===== src/rtl/mem_port_arbiter.sv =====
// ---------------------------------------------------------------------------
// mem_port_arbiter
//
// Shares the single-port mem_controller between three requesters:
//   S - SREC loader (owns the memory exclusively while the machine is in BOOT)
//   D - data-memory pipeline stage
//   F - instruction fetch (read only)
//
// The machine sits in BOOT until the loader raises s_done, then moves to RUN
// permanently (until reset). In RUN, D normally beats F. A small starvation
// counter forces F to win once it has been denied STARVE_LIMIT cycles in a row.
// Every granted read pushes its owner into a MEM_LATENCY-deep shift register
// so that the read data coming back from mem_controller is flagged on the
// right port's rvalid. Reads therefore return in issue order.
//
// Ports:
//   clock, reset_n           clock (posedge) and asynchronous active-low reset
//   s_req/s_address/s_wren/s_wdata, s_done   loader request and boot-done level
//   d_req/d_address/d_wren/d_wdata           data-stage request
//   f_req/f_address                          fetch read request
//   s_gnt/d_gnt/f_gnt        combinational grants for the current cycle
//   s_rvalid/d_rvalid/f_rvalid  read-data-valid per port (from flops)
//   rdata                    mem_data_out passthrough, valid with an rvalid
//   fetch_stall              fetch must hold its PC this cycle
//   running                  high once the machine is in RUN
//   mem_address/mem_wren/mem_data_in  request to mem_controller
//   mem_data_out             read data from mem_controller
// ---------------------------------------------------------------------------
module mem_port_arbiter #(
  parameter int MEM_LATENCY  = 1,
  parameter int STARVE_LIMIT = 4
) (
  input  logic        clock,
  input  logic        reset_n,
  input  logic        s_req,
  input  logic [31:0] s_address,
  input  logic        s_wren,
  input  logic [31:0] s_wdata,
  input  logic        s_done,
  input  logic        d_req,
  input  logic [31:0] d_address,
  input  logic        d_wren,
  input  logic [31:0] d_wdata,
  input  logic        f_req,
  input  logic [31:0] f_address,
  output logic        s_gnt,
  output logic        d_gnt,
  output logic        f_gnt,
  output logic        s_rvalid,
  output logic        d_rvalid,
  output logic        f_rvalid,
  output logic [31:0] rdata,
  output logic        fetch_stall,
  output logic        running,
  output logic [31:0] mem_address,
  output logic        mem_wren,
  output logic [31:0] mem_data_in,
  input  logic [31:0] mem_data_out
);

  typedef enum logic {
    ST_BOOT = 1'b0,
    ST_RUN  = 1'b1
  } state_e;

  // Owner tags carried through the read-return shift register.
  localparam logic [1:0] OWN_NONE = 2'd0;
  localparam logic [1:0] OWN_S    = 2'd1;
  localparam logic [1:0] OWN_D    = 2'd2;
  localparam logic [1:0] OWN_F    = 2'd3;

  localparam logic [3:0] LIMIT = 4'(STARVE_LIMIT);

  state_e                      state_q, state_d;
  logic [3:0]                  starve_q, starve_d;
  logic [MEM_LATENCY-1:0][1:0] owner_q, owner_d;
  logic [1:0]                  issue_owner;
  logic [1:0]                  ret_owner;
  logic                        starve_hit;

  // State register. BOOT is re-entered only through reset.
  always_ff @(posedge clock or negedge reset_n) begin
    if (!reset_n) begin
      state_q <= ST_BOOT;
    end else begin
      state_q <= state_d;
    end
  end

  // Next state: s_done is only looked at while booting, so a later drop of
  // s_done cannot send the machine back to BOOT.
  always_comb begin
    state_d = state_q;
    if (state_q == ST_BOOT && s_done) begin
      state_d = ST_RUN;
    end
  end

  assign starve_hit = (starve_q == LIMIT);

  // Outputs of the FSM: grants, fetch stall and running. Grants are gated by
  // reset_n so that an asserted reset silences the memory bus immediately,
  // even while requesters are still holding their req lines high.
  always_comb begin
    s_gnt       = 1'b0;
    d_gnt       = 1'b0;
    f_gnt       = 1'b0;
    running     = 1'b0;
    fetch_stall = 1'b1;
    if (reset_n) begin
      case (state_q)
        ST_BOOT: begin
          s_gnt = s_req;
        end
        ST_RUN: begin
          running = 1'b1;
          // F wins when alone, or when it has been starved long enough.
          if (f_req && (starve_hit || !d_req)) begin
            f_gnt = 1'b1;
          end else if (d_req) begin
            d_gnt = 1'b1;
          end
          fetch_stall = f_req && d_req && !starve_hit;
        end
        default: begin
          s_gnt = 1'b0;
        end
      endcase
    end
  end

  // Starvation counter: counts consecutive denied fetch cycles in RUN and
  // saturates at the limit, where it flips priority to F for one grant.
  always_comb begin
    starve_d = 4'd0;
    if (state_q == ST_RUN && f_req && !f_gnt) begin
      starve_d = starve_hit ? starve_q : (starve_q + 4'd1);
    end
  end

  // Memory request mux. Fetch never writes, so wren and write data stay low
  // for an F grant. Writes complete in the grant cycle and tag nothing.
  always_comb begin
    mem_address = 32'd0;
    mem_wren    = 1'b0;
    mem_data_in = 32'd0;
    issue_owner = OWN_NONE;
    if (s_gnt) begin
      mem_address = s_address;
      mem_wren    = s_wren;
      mem_data_in = s_wdata;
      issue_owner = s_wren ? OWN_NONE : OWN_S;
    end else if (d_gnt) begin
      mem_address = d_address;
      mem_wren    = d_wren;
      mem_data_in = d_wdata;
      issue_owner = d_wren ? OWN_NONE : OWN_D;
    end else if (f_gnt) begin
      mem_address = f_address;
      issue_owner = OWN_F;
    end
  end

  // Read-return shift register: stage 0 takes the owner of this cycle's read,
  // the last stage lines up with mem_data_out MEM_LATENCY cycles later.
  always_comb begin
    owner_d[0] = issue_owner;
    for (int i = 1; i < MEM_LATENCY; i++) begin
      owner_d[i] = owner_q[i-1];
    end
  end

  // Starve counter and owner pipeline. Clearing the pipeline on reset drops
  // every in-flight read so nothing returns after reset is released.
  always_ff @(posedge clock or negedge reset_n) begin
    if (!reset_n) begin
      starve_q <= 4'd0;
      owner_q  <= '0;
    end else begin
      starve_q <= starve_d;
      owner_q  <= owner_d;
    end
  end

  // Only one owner can sit in the last stage, so at most one rvalid is high.
  assign ret_owner = owner_q[MEM_LATENCY-1];
  assign s_rvalid  = (ret_owner == OWN_S);
  assign d_rvalid  = (ret_owner == OWN_D);
  assign f_rvalid  = (ret_owner == OWN_F);
  assign rdata     = mem_data_out;

endmodule


===== config.mk =====
export PLATFORM = sky130hd
export DESIGN_NAME = mem_port_arbiter
export DESIGN_NICKNAME = d
export VERILOG_FILES = /design/src/rtl/mem_port_arbiter.sv
export SDC_FILE = /design/constraint.sdc
export NUM_CORES = 1
export LEC_CHECK = 0
export CORE_AREA = 2 2 117 119
export CTS_BUF_LIST = sky130_fd_sc_hd__clkbuf_8
export DETAILED_ROUTE_END_ITERATION = 6
export DIE_AREA = 0 0 119 121
export GPL_ROUTABILITY_DRIVEN = 1
export GPL_TIMING_DRIVEN = 1
export PLACE_DENSITY_LB_ADDON = 0.3
export SETUP_SLACK_MARGIN = 0.5
export SLEW_MARGIN = 0
export SYNTH_ARGS = -nofsm -noshare
export SYNTH_HDL_FRONTEND = slang
export SYNTH_SLANG_ARGS = --single-unit

===== constraint.sdc =====
create_clock -name clock -period 4.2 [get_ports clock]
set_clock_uncertainty 0.1 [all_clocks]
set_input_delay 0.84 -clock clock [delete_from_list [all_inputs] [get_ports clock]]
set_output_delay 0.84 -clock clock [all_outputs]
set_load 0.05 [all_outputs]

# ---- After elaboration in Yosys (flattened, before gate mapping)
# Cells that the tools add are included.
dict set report totals {
  regBits 7
  latch_bits 0
  ramBits 0
  mem_bits_ro 0
  input_bits 200
  out_inout_bits 105
  wordCells 47
  memories 0
}
dict set report classes {
  addsub 1
  n_mul 0
  div_mod_pow 0
  n_lt_le_gt_ge 0
  eq_ne 5
  n_shift 0
  n_mux 27
  bitwise_logic 1
  n_reduce_logical 10
}
# cell n
set op_table {}
lappend op_table {{two-way mux 32 bit} 5}
lappend op_table {{two-way mux 1 bit} 16}
lappend op_table {{two-way mux 2 bit} 4}
lappend op_table {{two-way mux 4 bit} 2}
lappend op_table {{logical AND 1 bit} 6}
lappend op_table {{adder 4 x 1 -> 4 bit, second input constant} 1}
lappend op_table {{equality test 2 bit, second input constant} 2}
lappend op_table {{equality test 4 x 3 -> 1 bit, second input constant} 1}
lappend op_table {{zero test 1 bit} 3}
lappend op_table {{equality test 2 x 1 -> 1 bit, second input constant} 1}
lappend op_table {{!= test 2 bit, second input constant} 1}
lappend op_table {{logical OR 1 bit} 1}
lappend op_table {{inverter 1 bit} 1}

# ---- Logic depth before layout (Yosys ltp)
# Gate-level depths: netlist of run 1.
dict set report depth {
  depth_word 9
  ltp_mapped 6
  depth_no_buf 5
}

# ---- Least setup slack after synthesis of run 1
# Ideal clock, no wire load.
dict set report synth_path {
  kind {input port to output port}
  from {in reset_n}
  to {out mem_data_in[22]}
  t_arrival_ns 2.014
  t_required_ns 3.260
  setup_slack_ns 1.246
  stages 5
  path_buffers 2
  cell_sequence {nand3_1 > a41oi_2 > buf_4 > buf_4 > a22o_1}
}
dict set report synth_between {
  elab_chain_cells 3
  word_cells_on_any_way 4
  cone_classes {4 x mux}
}
# element line
set synth_rtl {}
lappend synth_rtl {{from (decl)} 34} ;# input logic reset_n,
lappend synth_rtl {{two-way mux 1 bit} 110} ;# if (reset_n) begin
lappend synth_rtl {{net d_gnt} 47} ;# output logic d_gnt,
lappend synth_rtl {{two-way mux 32 bit} 153} ;# end else if (d_gnt) begin
lappend synth_rtl {{two-way mux 32 bit} 148} ;# if (s_gnt) begin
lappend synth_rtl {{to (decl)} 57} ;# output logic [31:0] mem_data_in,
# The timed path passes the listed nets, and every way through them passes these cells.

# ---- Final worst setup path of run 1
dict set report layout_path {
  from {in reset_n}
  to {out mem_address[24]}
}
dict set report layout_between {
  elab_chain_cells 4
  word_cells_on_any_way 6
  cone_classes {6 x mux}
}
# element line
set layout_rtl {}
lappend layout_rtl {{two-way mux 1 bit} 110}
lappend layout_rtl {{two-way mux 32 bit} 158} ;# end else if (f_gnt) begin
lappend layout_rtl {{two-way mux 32 bit} 153}
lappend layout_rtl {{two-way mux 32 bit (*)} 148}
lappend layout_rtl {{to (decl)} 55} ;# output logic [31:0] mem_address,
# Mark *: on every way between the ends. The rest lies on a longest branch, timed or not.

==> flow_summary_export.csv, run 1 <==
group,metric,value,unit
synth,synth-seq-cells,7,
setup_path,regToRegEndpoint,"starve_q[2]$_DFFE_PN0P_",
routing,num_vias,2368,
synth,synth_compound_area_share,42.6,%
final_layout,layout.nets,593,
routing,wl_per_cell,16.0,µm
run,drv_cap,0,
routing,drt-pass1-iter-count,4,
synth,synth-xor-area-share,0.558,%
synth,synth_nets,390,
timing,max_freq,279,MHz
final_layout,final_core_util,35.6,%
synth,ys_warn_count,0,
global_routing,grt-ovfl-total,0,
setup_path,arrival,2.65,ns
clocking,clkTransAtPathRegs,0.04,ns
routing,drc_errors,0,
setup_path,worst-setup-path-type,"primary input to output port",
clocking,h-tree-depth,1,
synth,synth_area,0.00157,mm²
global_routing,grt_use_total,11.5,%
setup_path,rrSetupSlack,2.40,ns
clocking,ctsHoldBuffers,0,
clocking,cts_buffer_depth,2,
placed_design,preCtsSetupSlack,0.548,ns
clocking,cts_buffers,3,
synth,yosys.area_share.adder,1.59,%
setup_path,ff2ff_path_depth,5,
timing,drv_slew,0,
timing,setup_viol,0,
routing,first_iter_violations,72,
timing,min_period,3.59,ns
min_path,holdPathStages,1,
synth,avgSynthCellArea,8.35,µm²
timing,finalWorstSetupSlack,0.610,ns
power,power_density,149,mW/mm²
timing,fin_crit_sh,85.5,%
placed_design,gp_congestion,0.753,
final_layout,drive_above_1_share,21.3,%
setup_path,critical_path_required,3.26,ns
timing,setup_tns,0,ns
placed_design,dpl.hpwl,7860,µm
final_layout,final_cell_mix,"172 x clkdlybuf4s50_1, 69 x buf_12, 33 x a22o_1",
synth,synth_edf_count,0,
clocking,cts.sinks,7,
timing,worstMarginPinSlew,0.510,ns
routing,postRouteAntennaNets,0,
placed_design,io_buffers,240,
min_path,hold_path_class,"flop to flop",
synth,synthesis.instances,188,
routing,postRouteWirelength,9060,µm
die,pin_count,305,
die,dieHeight,121,µm
synth,synth_top_family_by_area,"compound AO/OA/AOI/OAI gates",
status,status,"completed",
timing,report.final.hold_viol_count,0,
timing,max_slew_margin,65.9,%
global_routing,grt_pass1_vias,2418,
power,p_leak,1.82,nW
final_layout,syn_to_final_growth,197,%
die,core,0.0131,mm²
global_routing,grt_first_pass_wirelength,13200,µm
clocking,cts_tree,"done",
final_layout,layout_commonest_cell,"clkdlybuf4s50_1",
synth,yosys.area_share.simple,19.8,%
die,dieArea,0.0144,mm²
setup_path,r2r_start,"starve_q[0]$_DFFE_PN0P_",
synth,synth_cell_type_count,29,
setup_path,endpoint_kind,"output port",
clocking,clk_latency,0.23,ns
die,initial_core_util,12.0,%
global_routing,antenna_found_initial,1,
routing,viasPerCell,4.18,
timing,rsz0062_at_grt,"false",
synth,synth_ff_type,"dfrtp_1",
die,die_w,119,µm
clocking,root_buffer,"clkbuf_8",
synth,synthArstFlopShare,100,%
synth,synth.yosys.seq_area_share,11.2,%
global_routing,grt_max_degree,36,
die,rows,42,
power,ir_drop,0.0772,mV
final_layout,final_cells,567,
placed_design,dp.cells,562,
setup_path,start_kind,"primary input",
min_path,holdPathEnd,"state_q$_DFFE_PN0P_",
setup_path,worst-path-max-fanout,32,
synth,synth_mux_area_share,1.27,%
min_path,worstHoldStart,"state_q$_DFFE_PN0P_",
power,finalPower,0.692,mW
## final cells by class
class                      instances  area [µm²]
clock inverter                     1        3.75
clock buffer                       3        41.3
multi-input combinational        128        1050
tap                              176         220
inverter                           4        15.0
fill                            1306        8430
sequential                         7         175
timing repair buffer             247        3150
antenna                            1        2.50
## repair_timing
action                     CTS  global route
gates resized for setup      0             1
buffers inserted             0             0
setup endpoints to repair    0            32
## routing by layer
layer,vias up,global-route usage (%),wire length (µm)
li1,1103,-,-
met1,1080,12.3,3190
met2,170,20.5,4590
met3,15,4.93,1140
met4,0,3.42,138
met5,-,0,0
## stage by stage
stage / cell area, µm² / hold slack (ns)
6_report: 4660 / 0.487
5_1_grt: 4650 / 0.510
4_1_cts: 4650 / 0.480
3_5_place_dp: 4610 / 0.472
3_3_place_gp: 4610 / 0.458
2_1_floorplan: 1570 / 0.413
## power breakdown
group	switching, mW	leakage, nW	internal, mW	total, mW
registers	0.00332	0.0893	0.0708	0.0741
logic	0.223	1.70	0.302	0.525
clock network	0.0296	0.0269	0.0632	0.0928
## registers in the layout, indices dropped and copies added (netlist names)
register / flops
owner_q: 2
starve_q: 4
state_q: 1
## cells by family after synthesis
logic type                 count (synthesis)
AOI/OAI and AO/OA                         71
DFF                                        7
muxes                                      2
and+or+nand+nor                           52
xor gates and xnor gates                   1
adders and majority gates                  2
buffers and inverters                     53
## how the worst max path moves through the flow
stage / start / end / slack, ns / cells after the start
after floorplan: reset_n / mem_data_in[22] / 1.25 / 5
after global placement: reset_n / mem_address[8] / 0.60 / 6
after detailed placement: reset_n / mem_address[24] / 0.55 / 6
after CTS: reset_n / mem_address[17] / 0.53 / 6
after global routing: reset_n / mem_address[24] / 0.51 / 6
final: reset_n / mem_address[24] / 0.61 / 6
## worst max-delay path, cell delays in order
cell and delay [ns]:
clkdlybuf4s50_1 0.61, nand3_1 0.19, a41oi_4 0.27, buf_6 0.30, a221o_1 0.26, buf_12 0.15
## synthesized netlist by cell type (2+ instances only)
cell	count	area, µm²
and2_1	18	113
ha_1	2	25.0
clkbuf_1	4	15.0
nor2_1	2	7.51
nand2_1	3	11.3
a22o_1	33	289
a221o_1	32	320
nand3_1	4	20.0
nor3_1	3	15.0
dfrtp_1	7	175
inv_1	4	15.0
buf_4	40	300
mux2i_1	2	20.0
buf_2	3	15.0
and2_0	16	100
nor2b_1	2	12.5
Note: power is estimated with default switching activity, not from simulation.
==> run 2: changes to the inputs <==
--- a/config.mk
+++ b/config.mk
@@ -6,7 +6,7 @@
 export NUM_CORES = 1
 export LEC_CHECK = 0
 export CORE_AREA = 2 2 117 119
-export CTS_BUF_LIST = sky130_fd_sc_hd__clkbuf_8
+export CTS_BUF_LIST = sky130_fd_sc_hd__clkbuf_4
 export DETAILED_ROUTE_END_ITERATION = 6
 export DIE_AREA = 0 0 119 121
 export GPL_ROUTABILITY_DRIVEN = 1
==> flow_summary_export.csv, run 2 (synthesis gave the netlist of run 1 again) <==
group,metric,value,unit
status,status,"completed",
final_layout,layout.nets,593,
power,power_density,144,mW/mm²
clocking,cts.sinks,7,
clocking,cts_buffers,3,
setup_path,endpoint_kind,"output port",
setup_path,worst-path-max-fanout,32,
die,rows,42,
clocking,root_buffer,"clkbuf_4",
routing,viasPerCell,4.15,
final_layout,final_core_util,35.5,%
setup_path,rrSetupSlack,2.40,ns
clocking,cts_tree,"done",
die,dieHeight,121,µm
final_layout,final_cells,567,
timing,setup_tns,0,ns
global_routing,antenna_found_initial,1,
global_routing,grt-ovfl-total,0,
timing,fin_crit_sh,85.4,%
placed_design,dpl.hpwl,7860,µm
setup_path,regToRegEndpoint,"starve_q[2]$_DFFE_PN0P_",
setup_path,worst-setup-path-type,"primary input to output port",
final_layout,regMostFlops,"starve_q",
global_routing,met2_usage,20.5,%
routing,drt-pass1-iter-count,4,
setup_path,ff2ff_path_depth,5,
final_layout,syn_to_final_growth,196,%
timing,holdWs,0.500,ns
min_path,worstHoldStart,"state_q$_DFFE_PN0P_",
routing,wl_per_cell,15.9,µm
timing,rsz0062_at_grt,"false",
placed_design,io_buffers,240,
final_layout,largest_reg_flops,4,
timing,report.final.hold_viol_count,0,
clocking,cts_buffer_depth,2,
run,drv_cap,0,
setup_path,r2r_start,"starve_q[0]$_DFFE_PN0P_",
setup_path,start_kind,"primary input",
timing,setup_viol,0,
power,finalPower,0.668,mW
clocking,clk_latency,0.26,ns
global_routing,grt_pass1_vias,2419,
timing,worstMarginPinSlew,0.510,ns
routing,num_vias,2355,
power,ir_drop,0.0614,mV
final_layout,drive_above_1_share,21.5,%
timing,min_period,3.59,ns
routing,first_iter_violations,83,
global_routing,gr-usage-met3,4.79,%
timing,finalWorstSetupSlack,0.614,ns
final_layout,layout_commonest_cell,"clkdlybuf4s50_1",
timing,max_freq,279,MHz
min_path,holdPathEnd,"state_q$_DFFE_PN0P_",
timing,max_slew_margin,65.9,%
global_routing,met1_usage,12.3,%
min_path,holdPathStages,1,
setup_path,arrival,2.65,ns
die,initial_core_util,12.0,%
placed_design,preCtsSetupSlack,0.548,ns
min_path,hold_path_class,"flop to flop",
setup_path,critical_path_required,3.26,ns
routing,drc_errors,0,
die,core,0.0131,mm²
die,pin_count,305,
final_layout,top_regs,"starve_q (4), owner_q (2), state_q (1)",
final_layout,final_cell_mix,"172 x clkdlybuf4s50_1, 69 x buf_12, 33 x a22o_1",
die,die_w,119,µm
routing,postRouteAntennaNets,0,
timing,drv_slew,0,
final_layout,design_area,0.00464,mm²
die,dieArea,0.0144,mm²
clocking,ctsHoldBuffers,0,
clocking,h-tree-depth,1,
placed_design,gp_congestion,0.753,
global_routing,grt_max_degree,36,
global_routing,grt_use_total,11.4,%
placed_design,dpl_cell_area,0.00461,mm²
routing,postRouteWirelength,9030,µm
global_routing,busiest_layer,"met2",
placed_design,dp.cells,562,
clocking,clkTransAtPathRegs,0.05,ns
global_routing,grt_first_pass_wirelength,13200,µm
power,p_leak,1.81,nW
run 2: cell count changes in the layout (fill, tap and decap cells not counted), sizes merged:
cell / previous run / this run
inv: 5 / 4
clkbuf: 3 / 4
run 2: power breakdown:
| group | leakage (nW) | switching (mW) | internal (mW) |
|---|---|---|---|
| clock | 0.0184 | 0.0264 | 0.0428 |
| combinational | 1.70 | 0.223 | 0.302 |
| sequential | 0.0893 | 0.00337 | 0.0705 |
| total | 1.81 | 0.253 | 0.415 |
run 2: worst max path at each step:
stage	start	end	slack [ns]	depth (start not counted)
after global routing	reset_n	mem_address[24]	0.51	6
final	reset_n	mem_address[24]	0.61	6
after detailed placement	reset_n	mem_address[24]	0.55	6
after floorplan	reset_n	mem_data_in[22]	1.25	5
after CTS	reset_n	mem_address[17]	0.53	6
after global placement	reset_n	mem_address[8]	0.60	6
run 2: routing by layer:
| layer | wire length [µm] | vias up |
|---|---|---|
| met4 | 120 | 0 |
| met1 | 3180 | 1070 |
| met3 | 1130 | 15 |
| met5 | 0 | - |
| li1 | - | 1100 |
| met2 | 4600 | 170 |
run 2: layout make-up:
type                    instances  area [µm²]
diodes                          1        2.50
repair buffers                247        3150
inverters                       4        15.0
fillers                      1309        8440
flip-flops and latches          7         175
well taps                     176         220
multi-input cells             128        1050
clock buffers                   4        30.0
run 2: what timing repair did:
action,4_1_cts,5_1_grt
buffers inserted,0,0
endpoints found under the setup margin,0,32
gates resized for setup,0,1
hold endpoints to repair,0,0
run 2: critical path: stages:
cell	delay [ns]
clkdlybuf4s50_1	0.61
nand3_1	0.19
a41oi_4	0.27
buf_6	0.30
a221o_1	0.26
buf_12	0.15
